===== config.mk =====
export PLATFORM = sky130hd
export DESIGN_NAME = spi_master_seq
export DESIGN_NICKNAME = d
export VERILOG_FILES = /design/src/rtl/spi_pkg.sv /design/src/rtl/spi_frame_shifter.sv /design/src/rtl/spi_master_seq.sv
export SDC_FILE = /design/constraint.sdc
export NUM_CORES = 1
export LEC_CHECK = 0
export CAP_MARGIN = 20
export CORE_AREA = 2 2 77 79
export DETAILED_ROUTE_END_ITERATION = 16
export DIE_AREA = 0 0 79 81
export PLACE_DENSITY = 0.77
export SETUP_SLACK_MARGIN = 0.4
export SYNTH_ARGS = -nofsm -noshare
export SYNTH_HDL_FRONTEND = slang
export SYNTH_SLANG_ARGS = --single-unit

===== constraint.sdc =====
create_clock -name clk -period 3.7 [get_ports clk]
set_input_delay 0.37 -clock clk [delete_from_list [all_inputs] [get_ports clk]]
set_output_delay 0.37 -clock clk [all_outputs]
set_load 0.02 [all_outputs]

===== src/rtl/spi_pkg.sv =====
// Shared opcodes, command encodings and FSM states for the SPI sequencing master.
package spi_pkg;

  localparam logic [1:0] WR_ADDR = 2'b00;
  localparam logic [1:0] WR_DATA = 2'b01;
  localparam logic [1:0] RD_ADDR = 2'b10;
  localparam logic [1:0] RD_DATA = 2'b11;

  localparam logic CMD_WRITE = 1'b0;
  localparam logic CMD_READ  = 1'b1;

  typedef enum logic [2:0] {IDLE, SEL, SHIFT, WAIT, CAPTURE, GAP} state_e;

endpackage


===== src/rtl/spi_frame_shifter.sv =====
// Parallel-load, MSB-first frame shifter; done once all FW bits have left the register.
module spi_frame_shifter #(
  parameter int FW = 10
) (
  input  logic          clk,
  input  logic          rst_n,
  input  logic          load,
  input  logic          shift,
  input  logic [FW-1:0] frame,
  output logic          msb,
  output logic          done
);
  localparam int CW = $clog2(FW + 1);

  logic [FW-1:0] sr_q, sr_d;
  logic [CW-1:0] cnt_q, cnt_d;

  always_comb begin
    sr_d  = sr_q;
    cnt_d = cnt_q;
    if (load) begin
      sr_d  = frame;
      cnt_d = '0;
    end else if (shift && cnt_q != CW'(FW)) begin
      sr_d  = {sr_q[FW-2:0], 1'b0};
      cnt_d = cnt_q + 1'b1;
    end
  end

  always_ff @(posedge clk or negedge rst_n) begin
    if (!rst_n) begin
      sr_q  <= '0;
      cnt_q <= '0;
    end else begin
      sr_q  <= sr_d;
      cnt_q <= cnt_d;
    end
  end

  assign msb  = sr_q[FW-1];
  assign done = (cnt_q == CW'(FW));

endmodule


===== src/rtl/spi_master_seq.sv =====
// Byte command -> SPI frame sequencer for the SPI slave/RAM wrapper (shared clk, MSB first).
// Optional address cache: define SPI_MASTER_SEQ_ADDR_CACHE_EN.
module spi_master_seq
  import spi_pkg::*;
#(
  parameter int DATA_W     = 8,
  parameter int READ_LAT   = 2,
  parameter int GAP_CYCLES = 1
) (
  input  logic              clk,
  input  logic              rst_n,
  input  logic              cmd_valid,
  output logic              cmd_ready,
  input  logic              cmd_op,
  input  logic [DATA_W-1:0] cmd_addr,
  input  logic [DATA_W-1:0] cmd_wdata,
  output logic              rsp_valid,
  output logic [DATA_W-1:0] rsp_data,
  output logic              busy,
  output logic              SS_n,
  output logic              MOSI,
  input  logic              MISO
);
  localparam int FW    = DATA_W + 2;
  localparam int CNT_W = $clog2(DATA_W + 2);
  localparam logic [CNT_W-1:0] LAT_LAST = CNT_W'((READ_LAT > 0) ? READ_LAT - 1 : 0);
  localparam logic [CNT_W-1:0] CAP_LAST = CNT_W'(DATA_W - 1);
  localparam logic [CNT_W-1:0] GAP_LAST = CNT_W'(GAP_CYCLES - 1);
  localparam logic [CNT_W-1:0] CNT_MAX  = '1;

  state_e            state_q, state_d;
  logic [1:0]        frm_q, frm_d;
  logic              op_q, op_d;
  logic [DATA_W-1:0] addr_q, addr_d, wdata_q, wdata_d;
  logic [DATA_W-1:0] cap_q, cap_d, rsp_data_q, rsp_data_d;
  logic [CNT_W-1:0]  cnt_q, cnt_d;
  logic              rsp_valid_q, rsp_valid_d, ss_n_q, ss_n_d, mosi_q, mosi_d;
  logic              cmd_ready_q, cmd_ready_d, busy_q, busy_d;
  logic              wr_hit, rd_hit, sh_load, sh_msb, sh_done;
  logic [DATA_W-1:0] payload;

`ifdef SPI_MASTER_SEQ_ADDR_CACHE_EN
  logic [DATA_W-1:0] wa_q, wa_d, ra_q, ra_d;
  logic              wa_vld_q, wa_vld_d, ra_vld_q, ra_vld_d;

  always_comb begin
    wa_d     = wa_q;
    ra_d     = ra_q;
    wa_vld_d = wa_vld_q;
    ra_vld_d = ra_vld_q;
    if (state_q == SHIFT && sh_done) begin
      if (frm_q == WR_ADDR) begin
        wa_d     = addr_q;
        wa_vld_d = 1'b1;
      end
      if (frm_q == RD_ADDR) begin
        ra_d     = addr_q;
        ra_vld_d = 1'b1;
      end
    end
  end

  always_ff @(posedge clk or negedge rst_n) begin
    if (!rst_n) begin
      wa_q     <= '0;
      ra_q     <= '0;
      wa_vld_q <= 1'b0;
      ra_vld_q <= 1'b0;
    end else begin
      wa_q     <= wa_d;
      ra_q     <= ra_d;
      wa_vld_q <= wa_vld_d;
      ra_vld_q <= ra_vld_d;
    end
  end

  assign wr_hit = wa_vld_q && (wa_q == cmd_addr);
  assign rd_hit = ra_vld_q && (ra_q == cmd_addr);
`else
  assign wr_hit = 1'b0;
  assign rd_hit = 1'b0;
`endif

  always_comb begin
    state_d    = state_q;
    frm_d      = frm_q;
    op_d       = op_q;
    addr_d     = addr_q;
    wdata_d    = wdata_q;
    cap_d      = cap_q;
    rsp_data_d = rsp_data_q;
    case (state_q)
      IDLE: if (cmd_valid && cmd_ready_q) begin
        op_d    = cmd_op;
        addr_d  = cmd_addr;
        wdata_d = cmd_wdata;
        if (cmd_op == CMD_READ) frm_d = rd_hit ? RD_DATA : RD_ADDR;
        else                    frm_d = wr_hit ? WR_DATA : WR_ADDR;
        state_d = SEL;
      end
      SEL:   state_d = SHIFT;
      SHIFT: if (sh_done) begin
        if (frm_q == RD_DATA) state_d = (READ_LAT == 0) ? CAPTURE : WAIT;
        else                  state_d = GAP;
      end
      WAIT: if (cnt_q == LAT_LAST) state_d = CAPTURE;
      CAPTURE: begin
        cap_d = {cap_q[DATA_W-2:0], MISO};
        if (cnt_q == CAP_LAST) state_d = GAP;
      end
      GAP: if (cnt_q == GAP_LAST) begin
        // address frames have bit0 clear; the data frame that follows sets it
        if (!frm_q[0]) begin
          frm_d   = frm_q | 2'b01;
          state_d = SEL;
        end else begin
          state_d = IDLE;
        end
      end
      default: state_d = IDLE;
    endcase

    rsp_valid_d = (state_d == GAP) && (state_q != GAP) && frm_q[0];
    if (rsp_valid_d) rsp_data_d = (frm_q == RD_DATA) ? cap_d : '0;

    cnt_d = (state_d != state_q) ? '0 : ((cnt_q == CNT_MAX) ? cnt_q : cnt_q + 1'b1);

    ss_n_d      = (state_d == IDLE) || (state_d == GAP);
    mosi_d      = (state_d == SHIFT) && sh_msb;
    cmd_ready_d = (state_d == IDLE);
    busy_d      = (state_d != IDLE);
  end

  always_comb begin
    case (frm_d)
      WR_ADDR, RD_ADDR: payload = addr_d;
      WR_DATA:          payload = wdata_d;
      default:          payload = '0;
    endcase
  end

  assign sh_load = (state_d == SEL) && (state_q != SEL);

  spi_frame_shifter #(.FW(FW)) u_shifter (
    .clk   (clk),
    .rst_n (rst_n),
    .load  (sh_load),
    .shift (state_d == SHIFT),
    .frame ({frm_d, payload}),
    .msb   (sh_msb),
    .done  (sh_done)
  );

  always_ff @(posedge clk or negedge rst_n) begin
    if (!rst_n) begin
      state_q     <= IDLE;
      frm_q       <= WR_ADDR;
      op_q        <= CMD_WRITE;
      addr_q      <= '0;
      wdata_q     <= '0;
      cap_q       <= '0;
      rsp_data_q  <= '0;
      cnt_q       <= '0;
      rsp_valid_q <= 1'b0;
      ss_n_q      <= 1'b1;
      mosi_q      <= 1'b0;
      cmd_ready_q <= 1'b1;
      busy_q      <= 1'b0;
    end else begin
      state_q     <= state_d;
      frm_q       <= frm_d;
      op_q        <= op_d;
      addr_q      <= addr_d;
      wdata_q     <= wdata_d;
      cap_q       <= cap_d;
      rsp_data_q  <= rsp_data_d;
      cnt_q       <= cnt_d;
      rsp_valid_q <= rsp_valid_d;
      ss_n_q      <= ss_n_d;
      mosi_q      <= mosi_d;
      cmd_ready_q <= cmd_ready_d;
      busy_q      <= busy_d;
    end
  end

  assign cmd_ready = cmd_ready_q;
  assign rsp_valid = rsp_valid_q;
  assign rsp_data  = rsp_data_q;
  assign busy      = busy_q;
  assign SS_n      = ss_n_q;
  assign MOSI      = mosi_q;

endmodule


-- Yosys cells after proc, flatten, opt, wreduce, memory -nomap -nowiden
Index checks and enable logic that the tools add are counted.
- eq/ne operators: 20
- muxes and demuxes: 25
- add/sub/neg operators: 2
- reduce and logical (&&, ||, !) cells: 14
- operators with widths (kind ; number):
    $mux W8 ; 6
    $mux W10 ; 2
    $mux W3 ; 6
    $pmux W3 S6 ; 1
    $mux W4 ; 4
    $pmux W8 S2 ; 1
    $eq A3 B2 Y1 const B ; 3
    $eq A3 B3 Y1 const B ; 3
    $add A4 B1 Y4 const B ; 2
    $eq A4 B4 Y1 const B ; 2
    $eq A3 B1 Y1 const B ; 2
    $logic_and A1 B1 Y1 ; 6
    $logic_not A3 Y1 ; 2
    $eq A2 B2 Y1 const B ; 2
    $eq A4 B1 Y1 const B ; 1
    $eq A4 B3 Y1 const B ; 1
    $logic_not A4 Y1 ; 1
    $mux W2 ; 2
    $ne A4 B4 Y1 const B ; 1
    $pmux W2 S2 ; 1
    $ne A3 B1 Y1 const B ; 1
    $ne A3 B3 Y1 ; 1
    $ne A3 B3 Y1 const B ; 1
    $reduce_bool A3 Y1 ; 1
    other kinds (7) ; 8
- output and inout port bits: 13
- register bits: 60
- bits of input ports: 21

-- Longest topological paths before layout
- depth in word-level cells: 8
- mapped depth: 10
- depth with buffers taken out: 8

-- Cells and area by module
From an unflattened synthesis, not the netlist that was laid out.
- cells, all modules: 264
- area, all modules: 2866.5 um^2
- modules (own cells, without submodules) (module ; cells an instance ; sequential area each (um^2) ; area each (um^2) ; times used):
    spi_master_seq ; 187 ; 1153.6 ; 2134.5 ; 1
    spi_frame_shifter ; 77 ; 350.3 ; 732.0 ; 1

-- Least setup slack after synthesis
Ideal clock, no wire load.
- path type: flip-flop to flip-flop
- start point: register u_shifter.cnt_q[0]
- end point: register u_shifter.cnt_q[2]
- library setup time: 0.121 ns
- stages on the path, launching flop included: 9
- data required time: 3.579 ns
- clock period less this slack: 2.247 ns
- slack: 1.453 ns
- arrival time: 2.126 ns
- cell sequence: dfrtp_1 inv_1 ha_1 and3b_1 buf_6 a2111oi_4 or3b_1 xor2_1 nor2_2
- cells in the longest elaborated chain, start to end: 6
- RTL lines (item ; line ; text):
    from (decl) ; spi_frame_shifter.sv:16 ; logic [CW-1:0] cnt_q, cnt_d;
    from (signal assigned) ; spi_frame_shifter.sv:36 ; cnt_q <= cnt_d;
    $eq A4 B4 Y1 ; spi_frame_shifter.sv:41 ; assign done = (cnt_q == CW'(FW));
    $mux W3 ; spi_master_seq.sv:102 ; SHIFT: if (sh_done) begin
    $pmux W3 S6 ; spi_master_seq.sv:92 ; case (state_q)
    $eq A3 B1 Y1 or $eq A3 B2 Y1 (tied branches) ; spi_master_seq.sv:142, spi_master_seq.sv:148 ;
    $logic_and A1 B1 Y1, on equally long branches ; spi_master_seq.sv:142, spi_frame_shifter.sv:24 ;
    $mux W4 or $reduce_bool A2 Y1 (tied branches) ; -- ;
Parallel ways exist; a longest one is shown, timed or not. The select of a mux whose other input is x is not followed.
A chain may end at the register's enable or synchronous reset.

-- Worst setup path in the final report
- start point: register state_q[0]
- end point: register rsp_data_q[5] (netlist: rsp_data[5])
- cells in the longest elaborated chain, start to end: 5
- RTL lines (item ; line ; text):
    from (decl) ; spi_master_seq.sv:31 ; state_e state_q, state_d;
    from (signal assigned) ; spi_master_seq.sv:170 ; state_q <= state_d;
    $eq A3 B3 Y1 (tied with other cells) ; spi_master_seq.sv:92 ;
    $pmux W3 S6 ; spi_master_seq.sv:92 ;
    $eq A3 B3 Y1 ; spi_master_seq.sv:123 ; rsp_valid_d = (state_d == GAP) && (state_q != GAP) && frm_q[0];
    $logic_and A1 B1 Y1 (2 in series) ; spi_master_seq.sv:123 ;
    to (signal assigned) ; spi_master_seq.sv:176 ; rsp_data_q <= rsp_data_d;
    to (decl) ; spi_master_seq.sv:35 ; logic [DATA_W-1:0] cap_q, cap_d, rsp_data_q, rsp_data_d;
Parallel ways exist; a longest one is shown, timed or not.

==> impl_metrics.tcl <==
set metrics [dict create \
    yosysWarnings 0 \
    io_pins 34 \
    cts_resized 0 \
    timing.final.setup_violations 0 \
    fmax_mhz 386 \
    cts_made_buffers 9 \
    status "finished clean" \
    total_power_mw 3.00 \
    vias_per_cell 5.38 \
    final_nets 312 \
    skew_ns 0.00656 \
    power_frac_comb 0.421 \
    drv_cap 0 \
    path_clk_slew_ns 0.06 \
    numPortBuffers 33 \
    required_ns 3.94 \
    synth_fp_nets 281 \
    drc 0 \
    synth_area_leaders "dfrtp_1 (48%), mux2_2 (12%), mux2i_1 (5.6%)" \
    internal_power_mw 1.92 \
    power.leakage_nw 1.57 \
    critPathLaunchType "register" \
    rr_worst_depth 6 \
    wire_per_inst_um 14.7 \
    num_rows 28 \
    clock-root-buffer "clkbuf_8" \
    fp.dieH_um 81 \
    hold_class "input pin to async pin" \
    postPlaceCellArea_mm2 0.00335 \
    crit_type "register to register" \
    fin_cells 366 \
    tritoncts "done" \
    timing.final.ws_setup_ns 1.11 \
    place_hpwl_mm 3.55 \
    die_x_um 79 \
    p_sw_mw 1.07 \
    async_flop_share 1.00 \
    dp_worst_setup_slack_ns 1.11 \
    yosysTopAreaCellShare 0.482 \
    drt-initial-drc-count 117 \
    core-area_mm2 0.00568 \
    pwr-share-seq 0.390 \
    p_clk_frac 0.189 \
    cp.arrival_ns 2.83 \
    ys_seq_area_frac 0.499 \
    switching_share 0.359 \
    synth_edf_count 0 \
    vdd_ir_drop_max_v 0.000415 \
    holdWs_ns 0.182 \
    postCtsHoldBufs 0 \
    grt_pass1_wl_mm 8.88 \
    clock_path_buffers 2 \
    syn_inst 255 \
    synth.distinct_cells 51 \
    grt_use_total 0.183 \
    initial_utilization 0.531 \
    slew_headroom 0.452 \
    overflow 0 \
    synth_top_cell_by_area "dfrtp_1" \
    finalInstanceArea_mm2 0.00354 \
    crit_fanout 18 \
    syn_area_mm2 0.00301 \
    cts_sinks 60 \
    drive_gt1_frac 0.210 \
    critPathCaptureType "register" \
    fp.dieArea_mm2 0.00640 \
    grt_pass1_vias 1838 \
    wirelength_mm 5.37 \
    rsz0062_at_grt "false" \
    finalCritPeriodShare 0.699 \
    htree_levels 3 \
    dr.pass1.iters 4 \
    fin_setup_tns_ns 0 \
    synth.most_common_cell "dfrtp_1" \
    synth_commonest_cells "dfrtp_1 (58), mux2_2 (33), mux2i_1 (17), nor2_1 (17), inv_1 (16)" \
    placedCellCount 350 \
    min_period_ns 2.59 \
    antenna_cells 0 \
    clock_latency_ns 0.32 \
    power.density_mw_per_mm2 846 \
    antenna_found_initial 0 \
    cts_setup_buffers 0 \
    finalHoldViolations 0 \
    grt_max_degree 61 \
    gp_congestion 0.844 \
    tightest_slew_ns 0.822 \
    drv_slew 0 \
    syn_to_final_growth_pct 17.6 \
    final_util 0.624 \
    syn-mean-instance-area_um2 11.8 \
    synth_ff_type "dfrtp_1" \
    vias 1969 \
    synth_seq_cells 60 \
    antenna_left 0 \
]
metal layers:
metal | part of all wire | track usage
met1 | 0.48 | 0.255
met2 | 0.47 | 0.273
met3 | 0.033 | 0.0511
met4 | 0.011 | 0.0741
met5 | 0 | 0
flip-flops by register name (all words and copies together), names as in the netlist, 2 cells and up:
name / flops
addr_q: 8
cap_q: 8
cnt_q: 4
frm_q: 2
rsp_data: 8
state_q: 3
u_shifter.cnt_q: 4
u_shifter.sr_q: 10
wdata_q: 8
power groups by stage:
stage | combinational (mW) | sequential (mW) | clock (mW)
final | 1.26 | 1.17 | 0.567
after global routing | 1.38 | 1.21 | 0.617
after CTS | 1.27 | 1.17 | 0.581
after detailed placement | 1.26 | 1.17 | 0
after global placement | 1.24 | 1.16 | 0
after floorplan | 1.00 | 1.13 | 0
cell type report:
type	instances	area (um2)
Sequential cell	60	1500
Timing Repair Buffer	36	348
Clock inverter	2	35.0
Multi-Input combinational cell	163	1350
Tap cell	75	93.8
Inverter	16	60.1
Clock buffer	14	153
Fill cell	495	2130
final timing paths:
check | startpoint | endpoint | slack (ns)
max | state_q[0] | rsp_data[5] | 1.11
min reg2reg | addr_q[5] | addr_q[5] | 0.49
min | rst_n | rsp_data[1] | 0.18
max in group asynchronous | rst_n | wdata_q[4] | 3.02
max reg2reg | state_q[0] | rsp_data[5] | 1.11
min in group clk | addr_q[5] | addr_q[5] | 0.49
kinds of logic (layout without fill, tap and decap cells):
family | count (synthesis) | count (layout) | synth area share
buf+inv | 32 | 68 | 0.0532
xor+xnor | 5 | 5 | 0.0145
mux | 50 | 50 | 0.180
compound gates | 24 | 24 | 0.0756
fa+ha+maj | 5 | 5 | 0.0208
flops | 60 | 60 | 0.499
simple gates | 79 | 79 | 0.157
worst max-delay path: stages (launching register included):
cell and delay, ns:
dfrtp_1 0.53, or4b_1 0.59, o22ai_2 0.17, or3_1 0.52, nor3b_1 0.25, buf_4 0.22
mux2i_1 0.22
cell usage in the layout, fill, tap and decap left out, types with 2 or more instances in the layout:
| cell | count |
|---|---|
| buf_4 | 3 |
| dfstp_2 | 2 |
| xnor2_1 | 3 |
| nor2b_1 | 11 |
| mux2i_1 | 17 |
| clkbuf_8 | 10 |
| clkdlybuf4s50_1 | 32 |
| clkbuf_1 | 4 |
| nor2_1 | 17 |
| a21oi_1 | 3 |
| nor3_1 | 4 |
| inv_1 | 16 |
| and2_1 | 2 |
| nand3_1 | 12 |
| nor3b_1 | 4 |
| nand3b_1 | 2 |
| xor2_1 | 2 |
| nand4bb_1 | 2 |
| and3_1 | 2 |
| nand2b_1 | 2 |
| dfrtp_1 | 58 |
| mux2_2 | 33 |
| a221o_1 | 7 |
| nor2_2 | 3 |
| ha_1 | 5 |
| a32o_1 | 2 |
| nand2_1 | 7 |
Note: power is estimated with default switching activity, not from simulation.
